`config.mk`:
```
export PLATFORM = sky130hd
export DESIGN_NAME = rover_pose_tracker
export DESIGN_NICKNAME = d
export VERILOG_FILES = /design/src/rtl/rover_pose_tracker_pkg.sv /design/src/rtl/trig_lut_15deg.sv /design/src/rtl/rover_pose_tracker.sv
export SDC_FILE = /design/constraint.sdc
export NUM_CORES = 1
export LEC_CHECK = 0
export ABC_AREA = 1
export ABC_CLOCK_PERIOD_IN_PS = 20400
export CAP_MARGIN = 40
export CORE_MARGIN = 10
export CORE_UTILIZATION = 25
export DETAILED_ROUTE_END_ITERATION = 16
export PLACE_DENSITY = 0.41
export SYNTH_ARGS = -nofsm -noshare
export SYNTH_HDL_FRONTEND = slang
export SYNTH_SLANG_ARGS = --single-unit
export TNS_END_PERCENT = 5
```
`constraint.sdc`:
```
create_clock -name clock -period 20.4 [get_ports clock]
set_input_delay 3.06 -clock clock [delete_from_list [all_inputs] [get_ports clock]]
set_output_delay 3.06 -clock clock [all_outputs]
set_load 0.01 [all_outputs]
```
`src/rtl/rover_pose_tracker_pkg.sv`:
```
// ============================================================================
// rover_pose_tracker_pkg : shared widths, heading encoding, Q8 trig table
// Revision: 1.0
// ============================================================================
`default_nettype none

package rover_pose_tracker_pkg;

    localparam int COORD_W  = 12;
    localparam int ORIENT_W = 5;
    localparam int TRIG_W   = 10;
    localparam int POS_W    = 15;
    localparam int N_THRESH = 6;

    localparam logic [ORIENT_W-1:0] D90  = 5'd6;
    localparam logic [ORIENT_W-1:0] D180 = 5'd12;
    localparam logic [ORIENT_W-1:0] D360 = 5'd24;

    typedef enum logic [2:0] {
        ST_IDLE    = 3'd0,
        ST_LOOKUP  = 3'd1,
        ST_MULT    = 3'd2,
        ST_POS     = 3'd3,
        ST_HEADING = 3'd4,
        ST_PENDING = 3'd5
    } state_e;

    // cos(15k deg) in Q8; sin(15k deg) is the same table read at 6-k
    function automatic logic [8:0] trig_q8(input logic [2:0] k);
        case (k)
            3'd0:    trig_q8 = 9'd256;
            3'd1:    trig_q8 = 9'd247;
            3'd2:    trig_q8 = 9'd222;
            3'd3:    trig_q8 = 9'd181;
            3'd4:    trig_q8 = 9'd128;
            3'd5:    trig_q8 = 9'd66;
            default: trig_q8 = 9'd0;
        endcase
    endfunction

    function automatic logic [8:0] heading_thresh(input int idx);
        case (idx)
            0:       heading_thresh = 9'd8;
            1:       heading_thresh = 9'd27;
            2:       heading_thresh = 9'd49;
            3:       heading_thresh = 9'd83;
            4:       heading_thresh = 9'd155;
            default: heading_thresh = 9'd486;
        endcase
    endfunction

endpackage

`default_nettype wire

```
`src/rtl/trig_lut_15deg.sv`:
```
// ============================================================================
// trig_lut_15deg : registered signed Q8 cos/sin for a 15-degree angle index
// Revision: 1.0
// ============================================================================
`default_nettype none

module trig_lut_15deg
    import rover_pose_tracker_pkg::*;
(
    input  logic                     clock,
    input  logic                     reset_n,
    input  logic [ORIENT_W-1:0]      angle_i,
    output logic signed [TRIG_W-1:0] cos_o,
    output logic signed [TRIG_W-1:0] sin_o
);

    logic [ORIENT_W-1:0]      w_ang;
    logic [1:0]               w_quad;
    logic [2:0]               w_k;
    logic [8:0]               w_mag_k;
    logic [8:0]               w_mag_c;
    logic signed [TRIG_W-1:0] w_pk;
    logic signed [TRIG_W-1:0] w_pc;
    logic signed [TRIG_W-1:0] cos_d;
    logic signed [TRIG_W-1:0] sin_d;
    logic signed [TRIG_W-1:0] cos_q;
    logic signed [TRIG_W-1:0] sin_q;

    always_comb begin
        w_ang = (angle_i >= D360) ? '0 : angle_i;
        if (w_ang < D90) begin
            w_quad = 2'd0;
            w_k    = 3'(w_ang);
        end else if (w_ang < D180) begin
            w_quad = 2'd1;
            w_k    = 3'(w_ang - D90);
        end else if (w_ang < (D180 + D90)) begin
            w_quad = 2'd2;
            w_k    = 3'(w_ang - D180);
        end else begin
            w_quad = 2'd3;
            w_k    = 3'(w_ang - D180 - D90);
        end

        w_mag_k = trig_q8(w_k);
        w_mag_c = trig_q8(3'd6 - w_k);
        w_pk    = $signed({1'b0, w_mag_k});
        w_pc    = $signed({1'b0, w_mag_c});

        // Rotating by 90 degrees swaps cos/sin magnitudes and flips one sign
        case (w_quad)
            2'd0: begin cos_d =  w_pk; sin_d =  w_pc; end
            2'd1: begin cos_d = -w_pc; sin_d =  w_pk; end
            2'd2: begin cos_d = -w_pk; sin_d = -w_pc; end
            default: begin cos_d = w_pc; sin_d = -w_pk; end
        endcase
    end

    always_ff @(posedge clock) begin
        if (!reset_n) begin
            cos_q <= '0;
            sin_q <= '0;
        end else begin
            cos_q <= cos_d;
            sin_q <= sin_d;
        end
    end

    assign cos_o = cos_q;
    assign sin_o = sin_q;

endmodule

`default_nettype wire

```
`src/rtl/rover_pose_tracker.sv`:
```
// ============================================================================
// rover_pose_tracker : polar measurement -> screen pose, committed at vsync
// Revision: 1.0
// ============================================================================
`default_nettype none

module rover_pose_tracker
    import rover_pose_tracker_pkg::*;
#(
    parameter int ORIGIN_X = 512,
    parameter int ORIGIN_Y = 384,
    parameter int X_MAX    = 1023,
    parameter int Y_MAX    = 767,
    parameter int MIN_MOVE = 2
) (
    input  logic                      clock,
    input  logic                      reset_n,
    input  logic                      meas_valid,
    input  logic [11:0]               meas_distance,
    input  logic [4:0]                meas_angle,
    input  logic                      vsync_start,
    output logic                      meas_ready,
    output logic signed [COORD_W-1:0] center_x,
    output logic signed [COORD_W-1:0] center_y,
    output logic [ORIENT_W-1:0]       orientation,
    output logic                      pose_updated
);

    localparam logic signed [POS_W-1:0]   OX_P   = POS_W'(ORIGIN_X);
    localparam logic signed [POS_W-1:0]   OY_P   = POS_W'(ORIGIN_Y);
    localparam logic signed [POS_W-1:0]   XMAX_P = POS_W'(X_MAX);
    localparam logic signed [POS_W-1:0]   YMAX_P = POS_W'(Y_MAX);
    localparam logic [POS_W-1:0]          MINM_P = POS_W'(MIN_MOVE);
    localparam logic signed [COORD_W-1:0] OX_C   = COORD_W'(ORIGIN_X);
    localparam logic signed [COORD_W-1:0] OY_C   = COORD_W'(ORIGIN_Y);

    state_e state_q, state_d;

    logic                      w_accept;
    logic                      w_commit;

    logic [11:0]               dist_q;
    logic [ORIENT_W-1:0]       angle_q;
    logic signed [TRIG_W-1:0]  w_cos;
    logic signed [TRIG_W-1:0]  w_sin;
    logic [8:0]                w_cos_abs;
    logic [8:0]                w_sin_abs;
    logic [20:0]               prod_x_q;
    logic [20:0]               prod_y_q;
    logic [12:0]               w_mag_x;
    logic [12:0]               w_mag_y;
    logic signed [POS_W-1:0]   w_x_raw;
    logic signed [POS_W-1:0]   w_y_raw;
    logic signed [POS_W-1:0]   w_x_clamp;
    logic signed [POS_W-1:0]   w_y_clamp;
    logic signed [POS_W-1:0]   x_q;
    logic signed [POS_W-1:0]   y_q;
    logic signed [POS_W-1:0]   dx_q;
    logic signed [POS_W-1:0]   dy_q;
    logic signed [POS_W-1:0]   prev_x_q;
    logic signed [POS_W-1:0]   prev_y_q;
    logic [POS_W-1:0]          w_adx;
    logic [POS_W-1:0]          w_ady;
    logic [24:0]               w_lhs;
    logic [2:0]                w_s;
    logic [ORIENT_W-1:0]       w_s5;
    logic [ORIENT_W-1:0]       w_orient_map;
    logic [ORIENT_W-1:0]       w_new_orient;
    logic [ORIENT_W-1:0]       new_orient_q;
    logic                      first_q;
    logic signed [COORD_W-1:0] center_x_q;
    logic signed [COORD_W-1:0] center_y_q;
    logic [ORIENT_W-1:0]       orient_q;
    logic                      pose_updated_q;

    trig_lut_15deg u_trig (
        .clock   (clock),
        .reset_n (reset_n),
        .angle_i (angle_q),
        .cos_o   (w_cos),
        .sin_o   (w_sin)
    );

    always_ff @(posedge clock) begin
        if (!reset_n) state_q <= ST_IDLE;
        else          state_q <= state_d;
    end

    always_comb begin
        state_d = state_q;
        case (state_q)
            ST_IDLE:    if (meas_valid) state_d = ST_LOOKUP;
            ST_LOOKUP:  state_d = ST_MULT;
            ST_MULT:    state_d = ST_POS;
            ST_POS:     state_d = ST_HEADING;
            ST_HEADING: state_d = ST_PENDING;
            ST_PENDING: if (vsync_start) state_d = ST_IDLE;
            default:    state_d = ST_IDLE;
        endcase
    end

    always_comb begin
        meas_ready = (state_q == ST_IDLE);
        w_accept   = meas_ready && meas_valid;
        w_commit   = (state_q == ST_PENDING) && vsync_start;
    end

    always_comb begin
        w_cos_abs = w_cos[TRIG_W-1] ? 9'(-w_cos) : 9'(w_cos);
        w_sin_abs = w_sin[TRIG_W-1] ? 9'(-w_sin) : 9'(w_sin);

        w_mag_x = 13'(prod_x_q >> 8);
        w_mag_y = 13'(prod_y_q >> 8);
        // The LUT output still holds this measurement's signs during POS
        w_x_raw = w_cos[TRIG_W-1] ? OX_P - $signed({2'b00, w_mag_x})
                                  : OX_P + $signed({2'b00, w_mag_x});
        w_y_raw = w_sin[TRIG_W-1] ? OY_P - $signed({2'b00, w_mag_y})
                                  : OY_P + $signed({2'b00, w_mag_y});
        if (w_x_raw < 0)           w_x_clamp = '0;
        else if (w_x_raw > XMAX_P) w_x_clamp = XMAX_P;
        else                       w_x_clamp = w_x_raw;
        if (w_y_raw < 0)           w_y_clamp = '0;
        else if (w_y_raw > YMAX_P) w_y_clamp = YMAX_P;
        else                       w_y_clamp = w_y_raw;
    end

    always_comb begin
        w_adx = dx_q[POS_W-1] ? POS_W'(-dx_q) : POS_W'(dx_q);
        w_ady = dy_q[POS_W-1] ? POS_W'(-dy_q) : POS_W'(dy_q);
        w_lhs = 25'(w_ady) << 6;
        w_s   = 3'd0;
        for (int i = 0; i < N_THRESH; i++) begin
            if (w_lhs > 25'(w_adx) * 25'(heading_thresh(i))) w_s = w_s + 3'd1;
        end
        w_s5 = {2'b00, w_s};
        case ({dx_q[POS_W-1], dy_q[POS_W-1]})
            2'b00:   w_orient_map = w_s5;
            2'b10:   w_orient_map = D180 - w_s5;
            2'b11:   w_orient_map = D180 + w_s5;
            default: w_orient_map = (w_s5 == '0) ? '0 : D360 - w_s5;
        endcase
        if (first_q || ((w_adx < MINM_P) && (w_ady < MINM_P)))
            w_new_orient = orient_q;
        else
            w_new_orient = w_orient_map;
    end

    always_ff @(posedge clock) begin
        if (!reset_n) begin
            dist_q         <= '0;
            angle_q        <= '0;
            prod_x_q       <= '0;
            prod_y_q       <= '0;
            x_q            <= '0;
            y_q            <= '0;
            dx_q           <= '0;
            dy_q           <= '0;
            new_orient_q   <= '0;
            first_q        <= 1'b1;
            prev_x_q       <= OX_P;
            prev_y_q       <= OY_P;
            center_x_q     <= OX_C;
            center_y_q     <= OY_C;
            orient_q       <= '0;
            pose_updated_q <= 1'b0;
        end else begin
            pose_updated_q <= w_commit;
            if (w_accept) begin
                dist_q  <= meas_distance;
                angle_q <= meas_angle;
            end
            if (state_q == ST_MULT) begin
                prod_x_q <= 21'(dist_q) * 21'(w_cos_abs);
                prod_y_q <= 21'(dist_q) * 21'(w_sin_abs);
            end
            if (state_q == ST_POS) begin
                x_q  <= w_x_clamp;
                y_q  <= w_y_clamp;
                dx_q <= w_x_clamp - prev_x_q;
                dy_q <= w_y_clamp - prev_y_q;
            end
            if (state_q == ST_HEADING) begin
                new_orient_q <= w_new_orient;
                first_q      <= 1'b0;
            end
            if (w_commit) begin
                center_x_q <= x_q[COORD_W-1:0];
                center_y_q <= y_q[COORD_W-1:0];
                orient_q   <= new_orient_q;
                prev_x_q   <= x_q;
                prev_y_q   <= y_q;
            end
        end
    end

    assign center_x     = center_x_q;
    assign center_y     = center_y_q;
    assign orientation  = orient_q;
    assign pose_updated = pose_updated_q;

endmodule

`default_nettype wire

```
==> summary.md <==
| Metric | Value |
|---|---|
| Run status | `completed` |
| CTS tree | `done` |
| Flops & latches, synth | `162` |
| Layout area overhead | `10.48%` |
| Share of cells above drive strength 1 | `between 4 and 5%` |
| # diodes | `0` |
| Leakage power total | `approximately 0.016 uW` |
| DRT Wirelength | `between 90000 and 100000 um` |
| Final Hold Vio Count | `0` |
| All-Layer GR Usage | `between 10% and 20%` |
| Boundary Pins | `52` |
| Reg-to-Reg End | `new_orient_q[3]$_SDFFE_PN0N_` |
| Area after DPL | `~30000 um^2` |
| Yosys Warn Count | `0` |
| CTS sink cnt | `roughly 160` |
| CTS Buf Count | `17` |
| Crit. End Element | `flop` |
| Via Count | `approximately 24000` |
| Clk_lat worst skew | `490 ps` |
| Clock Tree Buf Depth | `2` |
| Synth Instances | `roughly 3800` |
| Synthesized area per cell | `~7.3 um^2` |
| Worst path arrival time | `roughly 11000 ps` |
| Slew HR | `41.88%` |
| Setup Fix Bufs, Post-CTS | `0` |
| Worst Max-Slew Pin Slew | `870.6 ps` |
| Clock slew at reported path FFs | `approximately 80 ps` |
| Peak Freq | `between 0.09 and 0.1 GHz` |
| DR pass1 iterations | `7` |
| Worst vdd ir | `~50 uV` |
| Row cnt | `roughly 120` |
| Crit path max-delay family | `adder cells` |
| Drt via density | `4.493` |
| HPWL Detailed | `75150 um` |
| Hold Path Depth | `2` |
| Post-synthesis async set-or-reset flop share | `0%` |
| Hold worst-path end | `y_q[10]$_SDFFE_PN0N_` |
| Starting density of the core | `roughly a quarter` |
| CTS resizes | `0` |
| Crit Path Max Fanout | `21` |
| Setup TNS | `0 ps` |
| H-tree depth | `4` |
| Max-slew violations | `0` |
| Worst hold-check path type | `flop to flop` |
| Hold slack final | `approximately 430 ps` |
| Register-to-Register Path Depth | `53` |
| Routed length per instance | `approximately 17 um` |
| Antenna violations before repair | `4` |
| Clk_skew | `10.27 ps` |
| Initial DRC Count | `roughly 1300` |
| Root buf cell | `clkbuf_16` |
| Vias in the first global route | `~24000` |
| Final core occ | `roughly 28%` |
| Worst path max stage delay | `about 900 ps` |
| Setup crit start kind | `flop` |
| Slowest CP cell | `dfxtp_1` |
| Final #Nets | `about 4500` |
| ANT nets after route | `0` |
| Sequential fraction of the synthesis area | `11.70%` |
| Core ar. | `roughly 110000 um^2` |
| Synth cell types | `67` |
| Critical Path Most Common Cell | `nand2_1` |
| First-pass GRT wire length | `about 140000 um` |
| Pwr/cell area | `82.41 nW/um^2` |
| Flop2flop setup slack | `slightly below 10000 ps` |
| Worst Hold Launch | `y_q[10]$_SDFFE_PN0N_` |
| Unrepaired setup endpoints after global routing | `false` |
| Worst Path Required | `roughly 21000 ps` |
| Max Cap Viol | `0` |
| Number of synthesized flops with an enable pin | `0` |
| Post-CTS Hold Fix Bufs | `0` |
| Die Height | `353.0 um` |
| Top FF cell, synth | `dfxtp_1` |
| Setup CP Type | `flop to flop` |
| Die area | `about 120000 um^2` |
| Min Clock Period, post-route | `between 10000 and 15000 ps` |
| Grt total ovfl | `0` |
| WP buf/inv | `6` |
| Finished layout cell area | `about 31000 um^2` |
| Buffers on Ports | `51` |
| Routability cong. | `around 0.86` |
| Largest net degree at the start of global routing | `60` |
| Mapped cell area | `between 20000 and 30000 um^2` |
| Die X | `approximately 350 um` |
| Filler cells | `~12000` |
| DRC viols | `0` |
| Finish-stage setup viols | `0` |
| FF-to-FF Start | `dx_q[14]$_SDFFE_PN0N_` |
| Period Utilization, post-route | `51.75%` |
## flip-flops by register name, indices dropped and copies added, names as in the netlist, 11 cells and up
| name | count |
|---|---|
| center_y | 11 |
| x_q | 14 |
| prod_y_q | 13 |
| prod_x_q | 13 |
| y_q | 14 |
| dx_q | 15 |
| dist_q | 12 |
| center_x | 11 |
| dy_q | 15 |
## cells by family after synthesis
kind of cell | Yosys count | share of synthesized area, %
AO/OA/AOI/OAI | 678 | 13.64
flip-flops | 162 | 11.70
AND/OR/NAND/NOR | 1175 | 17.94
adder cells (fa/ha/maj) | 694 | 38.15
XOR/XNOR | 193 | 6.193
buffers and inverters | 881 | 12.37
other | 1 | 0.01353
## worst min-delay path, cell delays in order, from the launching register on
cell and delay (ps):
dfxtp_1 310, nand2_1 50, nor2_1 30
## how the worst max path moves through the flow
stage | slack (ps) | depth (start not counted) | from | end
global route | 9080 | 53 | dx_q[14]$_SDFFE_PN0N_ | new_orient_q[3]$_SDFFE_PN0N_
global placement | 10120 | 54 | dx_q[14]$_SDFFE_PN0N_ | new_orient_q[3]$_SDFFE_PN0N_
CTS | 9920 | 53 | dx_q[14]$_SDFFE_PN0N_ | new_orient_q[3]$_SDFFE_PN0N_
floorplan | 11720 | 55 | dx_q[0]$_SDFFE_PN0N_ | new_orient_q[3]$_SDFFE_PN0N_
finish | 9840 | 53 | dx_q[14]$_SDFFE_PN0N_ | new_orient_q[3]$_SDFFE_PN0N_
detailed placement | 9940 | 54 | dx_q[14]$_SDFFE_PN0N_ | new_orient_q[3]$_SDFFE_PN0N_
## Yosys cell counts, types with 9 or more instances
cell	number	area (um^2)
a211oi_1	15	112.6
a21o_1	18	135.1
a21oi_1	325	1627
a31oi_1	12	75.07
buf_4	24	180.2
clkbuf_1	69	259.0
dfxtp_1	162	3243
fa_1	252	5045
ha_1	442	5530
inv_1	762	2860
inv_2	10	37.54
nand2_1	650	2440
nand2_2	9	56.30
nand3_1	119	595.6
nand4_1	33	206.5
nor2_1	255	957.2
nor3_1	43	215.2
nor4_1	15	93.84
o211ai_1	9	67.56
o21ai_0	220	1101
o21bai_1	20	150.1
or2_2	11	68.82
xnor2_1	39	341.6
xor2_1	152	1331
## where the power goes
group	leakage, uW	internal (uW)	switching (uW)	total (uW)
Combinational	0.0147	639	1160	1800
Sequential	0.00132	344	41.5	386
Clock	0.000290	174	167	342
## routing by layer
layer  vias to the layer above  part of all wire, %  GRT usage [%]
met5                         -                    0              0
met4                         0                  2.0          3.441
met3                        66                  3.3          1.718
met2                       360                   47          25.03
met1                     11340                   48          19.38
li1                      12050                    -              -
## metrics by stage
step                total power [uW]  setup slack, ps  instances
detailed placement              2201             9943       5269
global placement                2207            10120       5260
finish                          2524             9842       5301
floorplan                       1688            11720       3791
global route                    2830             9076       5301
CTS                             2568             9920       5301
## placed cells by master, fill, tap and decap left out, types with 11 or more instances in the layout
cell type / n
inv_1: 761
nand2_1: 650
ha_1: 442
a21oi_1: 325
nor2_1: 255
fa_1: 252
o21ai_0: 220
dfxtp_1: 162
xor2_1: 145
nand3_1: 119
clkdlybuf4s50_1: 50
nor3_1: 42
xnor2_1: 39
buf_4: 37
nand4_1: 33
o21bai_1: 20
a21o_1: 18
clkbuf_16: 17
nor4_1: 15
a211oi_1: 15
a31oi_1: 12
or2_2: 11
inv_2: 11
## area by class of cell
cell class / instances / area [um^2] / area share [%]
tap: 1488 / 1862 / 6.079
clock buffer: 17 / 425.4 / 1.389
sequential: 162 / 3243 / 10.59
clock inverter: 15 / 160.2 / 0.5229
inverter: 778 / 2920 / 9.535
multi-input combinational: 2748 / 21130 / 69.00
timing repair buffer: 93 / 882.1 / 2.880
Note: power is estimated with default switching activity, not from simulation.
